File: src/rtl/cpu_step_controller_pkg.sv
// cpu_ctrl_defs: mode/state encodings and width helpers shared by the step controller
package cpu_ctrl_defs;
  localparam int STEP_W = 16;
  typedef enum logic [1:0] {
    MODE_CYC   = 2'b00,
    MODE_INSTR = 2'b01,
    MODE_RUN   = 2'b10,
    MODE_HOLD  = 2'b11
  } mode_e;
  typedef enum logic [2:0] {
    S_IDLE,
    S_CYC,
    S_INSTR_P,
    S_INSTR_W,
    S_RUN,
    S_HALTED
  } state_e;
  function automatic int cnt_w(input int n);
    return (n < 2) ? 1 : $clog2(n);
  endfunction
endpackage

File: src/rtl/cpu_step_controller_btn_debounce.sv
// btn_debounce: two-flop synchroniser, stability counter and one-cycle press pulse
module btn_debounce import cpu_ctrl_defs::*; #(
  parameter int DEBOUNCE_CYCLES = 1_000_000
) (
  input  logic clk,
  input  logic rst,
  input  logic raw,
  output logic press
);
  localparam int CW = cnt_w(DEBOUNCE_CYCLES);
  localparam logic [CW-1:0] LAST = CW'(DEBOUNCE_CYCLES - 1);
  logic [1:0] sync;
  logic level;
  logic [CW-1:0] cnt;
  // level follows the synchronised key only after it has differed for DEBOUNCE_CYCLES cycles
  always_ff @(posedge clk) begin
    if (rst) begin
      sync  <= '0;
      level <= 1'b0;
      cnt   <= '0;
      press <= 1'b0;
    end else begin
      sync  <= {sync[0], raw};
      press <= 1'b0;
      if (sync[1] == level) cnt <= '0;
      else if (cnt == LAST) begin
        level <= sync[1];
        cnt   <= '0;
        press <= sync[1];
      end else cnt <= cnt + 1'b1;
    end
  end
endmodule

File: src/rtl/cpu_step_controller.sv
// cpu_step_controller: turns debounced key presses into cpu_step enables (cycle, instruction, free-run, hold)
module cpu_step_controller import cpu_ctrl_defs::*; #(
  parameter int DEBOUNCE_CYCLES  = 1_000_000,
  parameter int RUN_DIV          = 50_000_000,
  parameter int MAX_INSTR_PULSES = 8
) (
  input  logic              clk,
  input  logic              Reset,
  input  logic              Button,
  input  logic [1:0]        mode,
  input  logic              instr_done,
  input  logic              halt,
  output logic              cpu_step,
  output logic              busy,
  output logic              running,
  output logic              fault,
  output logic [STEP_W-1:0] step_cnt
);
  localparam int DW = cnt_w(RUN_DIV);
  localparam int PW = cnt_w(MAX_INSTR_PULSES + 1);
  localparam logic [DW-1:0] DIV_LAST = DW'(RUN_DIV - 1);
  localparam logic [PW-1:0] P_MAX = PW'(MAX_INSTR_PULSES);
  state_e state, nxt;
  logic press, wrap, fire;
  logic [DW-1:0] div;
  logic [PW-1:0] pcnt;
  btn_debounce #(.DEBOUNCE_CYCLES(DEBOUNCE_CYCLES)) u_db (
    .clk(clk),
    .rst(Reset),
    .raw(Button),
    .press(press)
  );
  assign wrap = div == DIV_LAST;
  assign fire = nxt == S_CYC || nxt == S_INSTR_P || (state == S_RUN && nxt == S_RUN && wrap);
  // next state; halt overrides every other event so no pulse is scheduled alongside it
  always_comb begin
    nxt = state;
    case (state)
      S_IDLE:    if (press) nxt = mode == MODE_CYC ? S_CYC : mode == MODE_INSTR ? S_INSTR_P :
                                  mode == MODE_RUN ? S_RUN : S_IDLE;
      S_CYC:     nxt = S_IDLE;
      S_INSTR_P: nxt = S_INSTR_W;
      S_INSTR_W: nxt = (instr_done || pcnt == P_MAX) ? S_IDLE : S_INSTR_P;
      S_RUN:     if (press) nxt = S_IDLE;
      default:   nxt = state;
    endcase
    if (halt && state != S_HALTED) nxt = S_HALTED;
  end
  // state plus registered outputs, divider, pulse and step counters
  always_ff @(posedge clk) begin
    if (Reset) begin
      state    <= S_IDLE;
      cpu_step <= 1'b0;
      busy     <= 1'b0;
      running  <= 1'b0;
      fault    <= 1'b0;
      step_cnt <= '0;
      div      <= '0;
      pcnt     <= '0;
    end else begin
      state    <= nxt;
      cpu_step <= fire;
      busy     <= nxt != S_IDLE && nxt != S_HALTED;
      running  <= nxt == S_RUN;
      step_cnt <= step_cnt + STEP_W'(fire);
      div      <= (state == S_RUN && !wrap) ? div + 1'b1 : '0;
      pcnt     <= state == S_IDLE ? '0 : state == S_INSTR_P ? pcnt + 1'b1 : pcnt;
      fault    <= fault | (state == S_INSTR_W && !instr_done && pcnt == P_MAX && !halt);
    end
  end
endmodule

File: config.mk
export PLATFORM = sky130hd
export DESIGN_NAME = cpu_step_controller
export DESIGN_NICKNAME = d
export VERILOG_FILES = /design/src/rtl/cpu_step_controller_pkg.sv /design/src/rtl/cpu_step_controller_btn_debounce.sv /design/src/rtl/cpu_step_controller.sv
export SDC_FILE = /design/constraint.sdc
export NUM_CORES = 1
export LEC_CHECK = 0
export ABC_AREA = 1
export CORE_MARGIN = 1
export CORE_UTILIZATION = 59
export DETAILED_ROUTE_END_ITERATION = 12
export GPL_TIMING_DRIVEN = 1
export PLACE_DENSITY = 0.89
export SYNTH_ARGS = -nofsm -noshare
export SYNTH_HDL_FRONTEND = slang
export SYNTH_SLANG_ARGS = --single-unit
File: constraint.sdc
create_clock -name clk -period 3 [get_ports clk]
set_clock_uncertainty 0.05 [all_clocks]
set_input_delay 0.6 -clock clk [delete_from_list [all_inputs] [get_ports clk]]
set_output_delay 0.6 -clock clk [all_outputs]
set_load 0.1 [all_outputs]
==> After elaboration in Yosys (flattened, before gate mapping) <==
Index checks and enable logic that the tools add are counted.
W data, S select, Z words.
{ "op_classes": {"n_bitwise": 4, "reduce_logical": 22, "n_mux": 8, "addsub": 4, "eq_ne": 15} }
{ "ops": {"columns": ["cell", "count"], "rows": [
  ["$add A26 B1 Y26 const B", 1],
  ["$eq A26 B26 Y1 const B", 1],
  ["$add A20 B1 Y20 const B", 1],
  ["$eq A20 B20 Y1 const B", 1],
  ["$mux W3", 6],
  ["$add A16 B1 Y16", 1],
  ["$pmux W3 S5", 1],
  ["$eq A3 B2 Y1 const B", 3],
  ["$logic_and A1 B1 Y1", 8],
  ["$eq A3 B1 Y1 const B", 2],
  ["$eq A3 B3 Y1 const B", 2],
  ["$ne A3 B3 Y1 const B", 2],
  ["$reduce_or A3 Y1", 2],
  ["$add A4 B1 Y4 const B", 1],
  ["$eq A4 B4 Y1 const B", 1],
  ["$reduce_or A2 Y1", 2],
  ["$logic_not A1 Y1", 3],
  ["$logic_not A3 Y1", 1],
  ["$logic_or A1 B1 Y1", 3],
  ["$not A1 Y1", 3],
  ["$reduce_bool A3 Y1", 1],
  ["$eq A2 B1 Y1 const B", 1],
  ["$eq A2 B2 Y1 const B", 1],
  ["$logic_not A2 Y1", 1],
  ["other kinds (4)", 4]
]} }
{ "word_totals": {"output_inout_bits": 20, "input_bits": 7, "ff_bits": 77, "word_cells": 65} }

==> Longest topological paths before layout <==
{ "logic_depth": {"depth_word": 12, "ltp_mapped": 19, "depth_no_buf": 19} }

==> Hierarchy <==
From an unflattened synthesis, not the netlist that was laid out.
{ "hier_totals": {"cells_unflattened": 533, "area_unflattened_um2": 3861.2} }
{ "by_module_without_submodules": {"columns": ["module", "cells_each", "instances", "area_per_inst_um2", "seq_area_each_um2"], "rows": [
  ["cpu_step_controller", 351, 1, 2598.7, 1061.0],
  ["btn_debounce", 182, 1, 1262.5, 480.5]
]} }

==> Worst setup path before layout <==
OpenSTA, ideal clock, no wires.
{ "synth_path": {"path_kind": "flip-flop to flip-flop", "start": "reg div[0]", "end": "reg step_cnt[12]", "t_arrival_ps": 2500, "n_path_buf": 0, "setup_ps": 79, "path_stages_with_launch": 20, "path_slack_ps": 372, "required_time_ps": 2871, "cell_sequence": "dfxtp_1 ha_1 nand2_1 nor2_2 nand2_2 nor2_1 nand3_1 nor2_1 nand3_1 nand2_1 ha_1 ha_1 nand2_1 inv_1 nand2_1 nor2_1 nand3_1 nor2_1 a21oi_1 nor3_1"} }
{ "synth_via": {"elab_chain_len": 4} }
{ "synth_lines": {"columns": ["element", "line_no", "text"], "rows": [
  ["start: declaration", "cpu_step_controller.sv:25", "logic [DW-1:0] div;"],
  ["start signal: assignment", "cpu_step_controller.sv:66", "div <= (state == S_RUN && !wrap) ? div + 1'b1 : '0;"],
  ["$eq A26 B26 Y1", "cpu_step_controller.sv:33", "assign wrap = div == DIV_LAST;"],
  ["$logic_and A1 B1 Y1", "cpu_step_controller.sv:34", "assign fire = nxt == S_CYC || nxt == S_INSTR_P || (state == S_RUN && nxt == S_RUN && wrap);"],
  ["$logic_or A1 B1 Y1", "cpu_step_controller.sv:34", null],
  ["via fire", "cpu_step_controller.sv:24", "logic press, wrap, fire;"],
  ["$add A16 B1 Y16", "cpu_step_controller.sv:65", "step_cnt <= step_cnt + STEP_W'(fire);"],
  ["end signal: assignment", "cpu_step_controller.sv:65", null],
  ["end: declaration", "cpu_step_controller.sv:17", "output logic [STEP_W-1:0] step_cnt"]
]} }
The timed path passes the listed nets, and every way through them passes these cells.
A chain may end at the register's enable or synchronous reset.

==> Worst setup path in the final report <==
Same ends and word-level chain as after synthesis.

==> flow_summary_export.csv <==
group,metric,value,unit
run_status,status,"finished clean",
timing,rsz0062_at_grt,"false",
routing,vias,3580,
yosys,synth_edf_count,0,
place,numPortBuffers,26,
finish,area_growth,15.0,%
timing,fmax,362,MHz
critical_path,critPathMaxFanout,4,
timing,final_max_slew_viol_count,0,
yosys,avgSynthCellArea,7.24,um2
clock_network,cts_tree,"done",
clock_network,path_clk_slew,0.09,ns
place,pre_cts_ws,-0.120,ns
critical_path,crit_type,"reg2reg",
grt,grt_pass1_wl,14.6,mm
critical_path,end_kind,"register",
yosys,synth_cell_types,40,
grt,grt_usage,0.257,
finish,num_antenna_cells,0,
yosys,ys_seq_area_frac,0.398,
yosys,syn_inst,535,
clock_network,clock_latency,0.35,ns
power,power_density,446,mW/mm2
timing,period_needed,2.76,ns
power,irDropWorstVdd,0.296,mV
yosys,async_flop_share,0,
clock_network,hold_buffers,0,
grt,grt_pass1_vias,3297,
finish,fin_nets,588,
clock_network,cts_buffers,9,
clock_network,cts_root_buf,"clkbuf_8",
yosys,syn_nets,548,
worst_hold_path,min_path_type,"reg2reg",
routing,wl_met3,367,um
floorplanning,die_h,83.0,um
floorplanning,rows,29,
critical_path,cp.arrival,2.98,ns
grt,antenna_found_initial,0,
yosys,synth_warnings,0,
critical_path,cp.required,3.22,ns
yosys,synth.area.top_cells,"dfxtp_1 (40%), nand2_1 (8.6%), inv_1 (7.6%)",
floorplanning,initial_core_util,0.610,
flow_run,maxCapViolations,0,
routing,dr_wl_met2,4.20,mm
critical_path,ff2ff_path_depth,19,
routing,first_iter_violations,190,
clock_network,cts.sinks,77,
routing,top_layer,"met4",
floorplanning,design.die.area,0.00689,mm2
yosys,syn-cell-area,0.00387,mm2
clock_network,clockBufferDepth,2,
timing,hold_viol_final,0,
routing,wl,8.43,mm
floorplanning,coreArea,0.00635,mm2
floorplanning,io_pins,27,
place,dp_hpwl,6.17,mm
critical_path,cp-start-kind,"register",
yosys,yosysTopAreaCellShare,0.398,
timing,period_share,0.921,
grt,grt-ovfl-total,0,
timing,setup_ws,0.237,ns
clock_network,htree_levels,3,
routing,ant_nets,0,
place,gp_congestion,0.912,
routing,firstDrtPassIters,5,
timing,tightest_slew,0.473,ns
timing,slew_headroom,0.682,
timing,whs,0.365,ns
floorplanning,die_w,83.0,um
yosys,ys_ff_latch,77,
finish,drive_gt1_frac,0.164,
routing,drc,0,
timing,setup_viol,0,
routing,routed_via_density,5.45,
power,p_leak,1.75,nW
routing,wl_per_cell,12.8,um
routing,wl_met1,3.70,mm
yosys,synth_flop_cell,"dfxtp_1",
worst_hold_path,min_path_cells,2,
yosys,synth_top_area_cell,"dfxtp_1",
yosys,synthTopCellsByCount,"nand2_1 (89), inv_1 (78), dfxtp_1 (77)",
yosys,yosysMostFrequentCell,"nand2_1",
grt,grt_max_degree,27,
## critical path, stage by stage (launching register included)
cell and delay, ns:
dfxtp_2 0.36, ha_1 0.17, nand2_1 0.08, nor2_2 0.15, nand2_2 0.12, nor2_4 0.11
nand3_2 0.11, nor2_1 0.12, nand3_1 0.11, nand2_1 0.09, ha_1 0.18, ha_1 0.18
nand2_1 0.08, inv_1 0.09, nand2_1 0.11, nor2_4 0.13, nand3_2 0.09, nor2_1 0.11
a21oi_1 0.07, nor3_1 0.16
## registers in the layout, indices dropped and copies added, names as in the netlist, 2 cells and up
| signal | flops |
|---|---|
| step_cnt | 16 |
| div | 26 |
| u_db.cnt | 20 |
| state | 3 |
| u_db.sync | 2 |
| pcnt | 4 |
## area by class of cell
cell class / instances / area (um2)
inverters: 84 / 315
fillers: 471 / 1900
well taps: 77 / 96.3
multi-input cells: 366 / 1990
flip-flops and latches: 77 / 1540
clock inverters: 7 / 87.6
clock buffers: 9 / 124
repair buffers: 37 / 293
## cells by family (layout without fill, tap and decap cells)
| family | after synthesis | after routing | synth area share |
|---|---|---|---|
| simple gates | 287 | 287 | 0.372 |
| buf+inv | 92 | 137 | 0.0940 |
| flops | 77 | 77 | 0.398 |
| compound gates | 56 | 56 | 0.0782 |
| xor+xnor | 17 | 17 | 0.0384 |
| fa+ha+maj | 6 | 6 | 0.0194 |
## per-stage QoR
stage,util,cell area [um2],power [mW],cells,TNS [ns]
after global placement,0.662,4210,1.16,640,0
after floorplan,-,3870,1.13,535,0
after global routing,0.701,4450,2.06,657,0
after detailed placement,0.662,4210,1.17,640,-0.194
after CTS,0.696,4420,2.00,656,0
final,0.701,4450,1.99,657,0
## repair_timing
| action | in CTS | in global routing |
|---|---|---|
| setup endpoints to repair | 0 | 5 |
| buffers inserted | 0 | 1 |
| gates resized for setup | 0 | 8 |
## final timing paths
check,to,from,slack [ns]
max,step_cnt[12],div[0],0.24
min,u_db.sync[1],u_db.sync[0],0.37
max reg2reg,step_cnt[12],div[0],0.24
min reg2reg,u_db.sync[1],u_db.sync[0],0.37
## cells in the final DEF, fill, tap and decap left out, types with 9 or more instances in the layout
cell type / instances
nand2_1: 89
nand3_1: 33
buf_4: 31
o21ai_0: 12
nor2_4: 9
xor2_1: 12
inv_1: 78
nand4_1: 20
clkbuf_8: 9
nor2_1: 73
dfxtp_1: 75
a21oi_1: 34
nor3_1: 23
## layer usage
| metal | global-route usage | vias to the layer above |
|---|---|---|
| met5 | 0 | - |
| met4 | 0.0862 | 0 |
| met3 | 0.0646 | 19 |
| met2 | 0.442 | 96 |
| met1 | 0.312 | 1657 |
| li1 | - | 1808 |
## power breakdown
group          internal [mW]  switching, mW  total (mW)
registers               1.03        0.00755        1.04
clock network          0.408          0.432       0.840
logic                 0.0323         0.0757       0.108
total                   1.47          0.515        1.99
(Power assumes the default switching activity.)
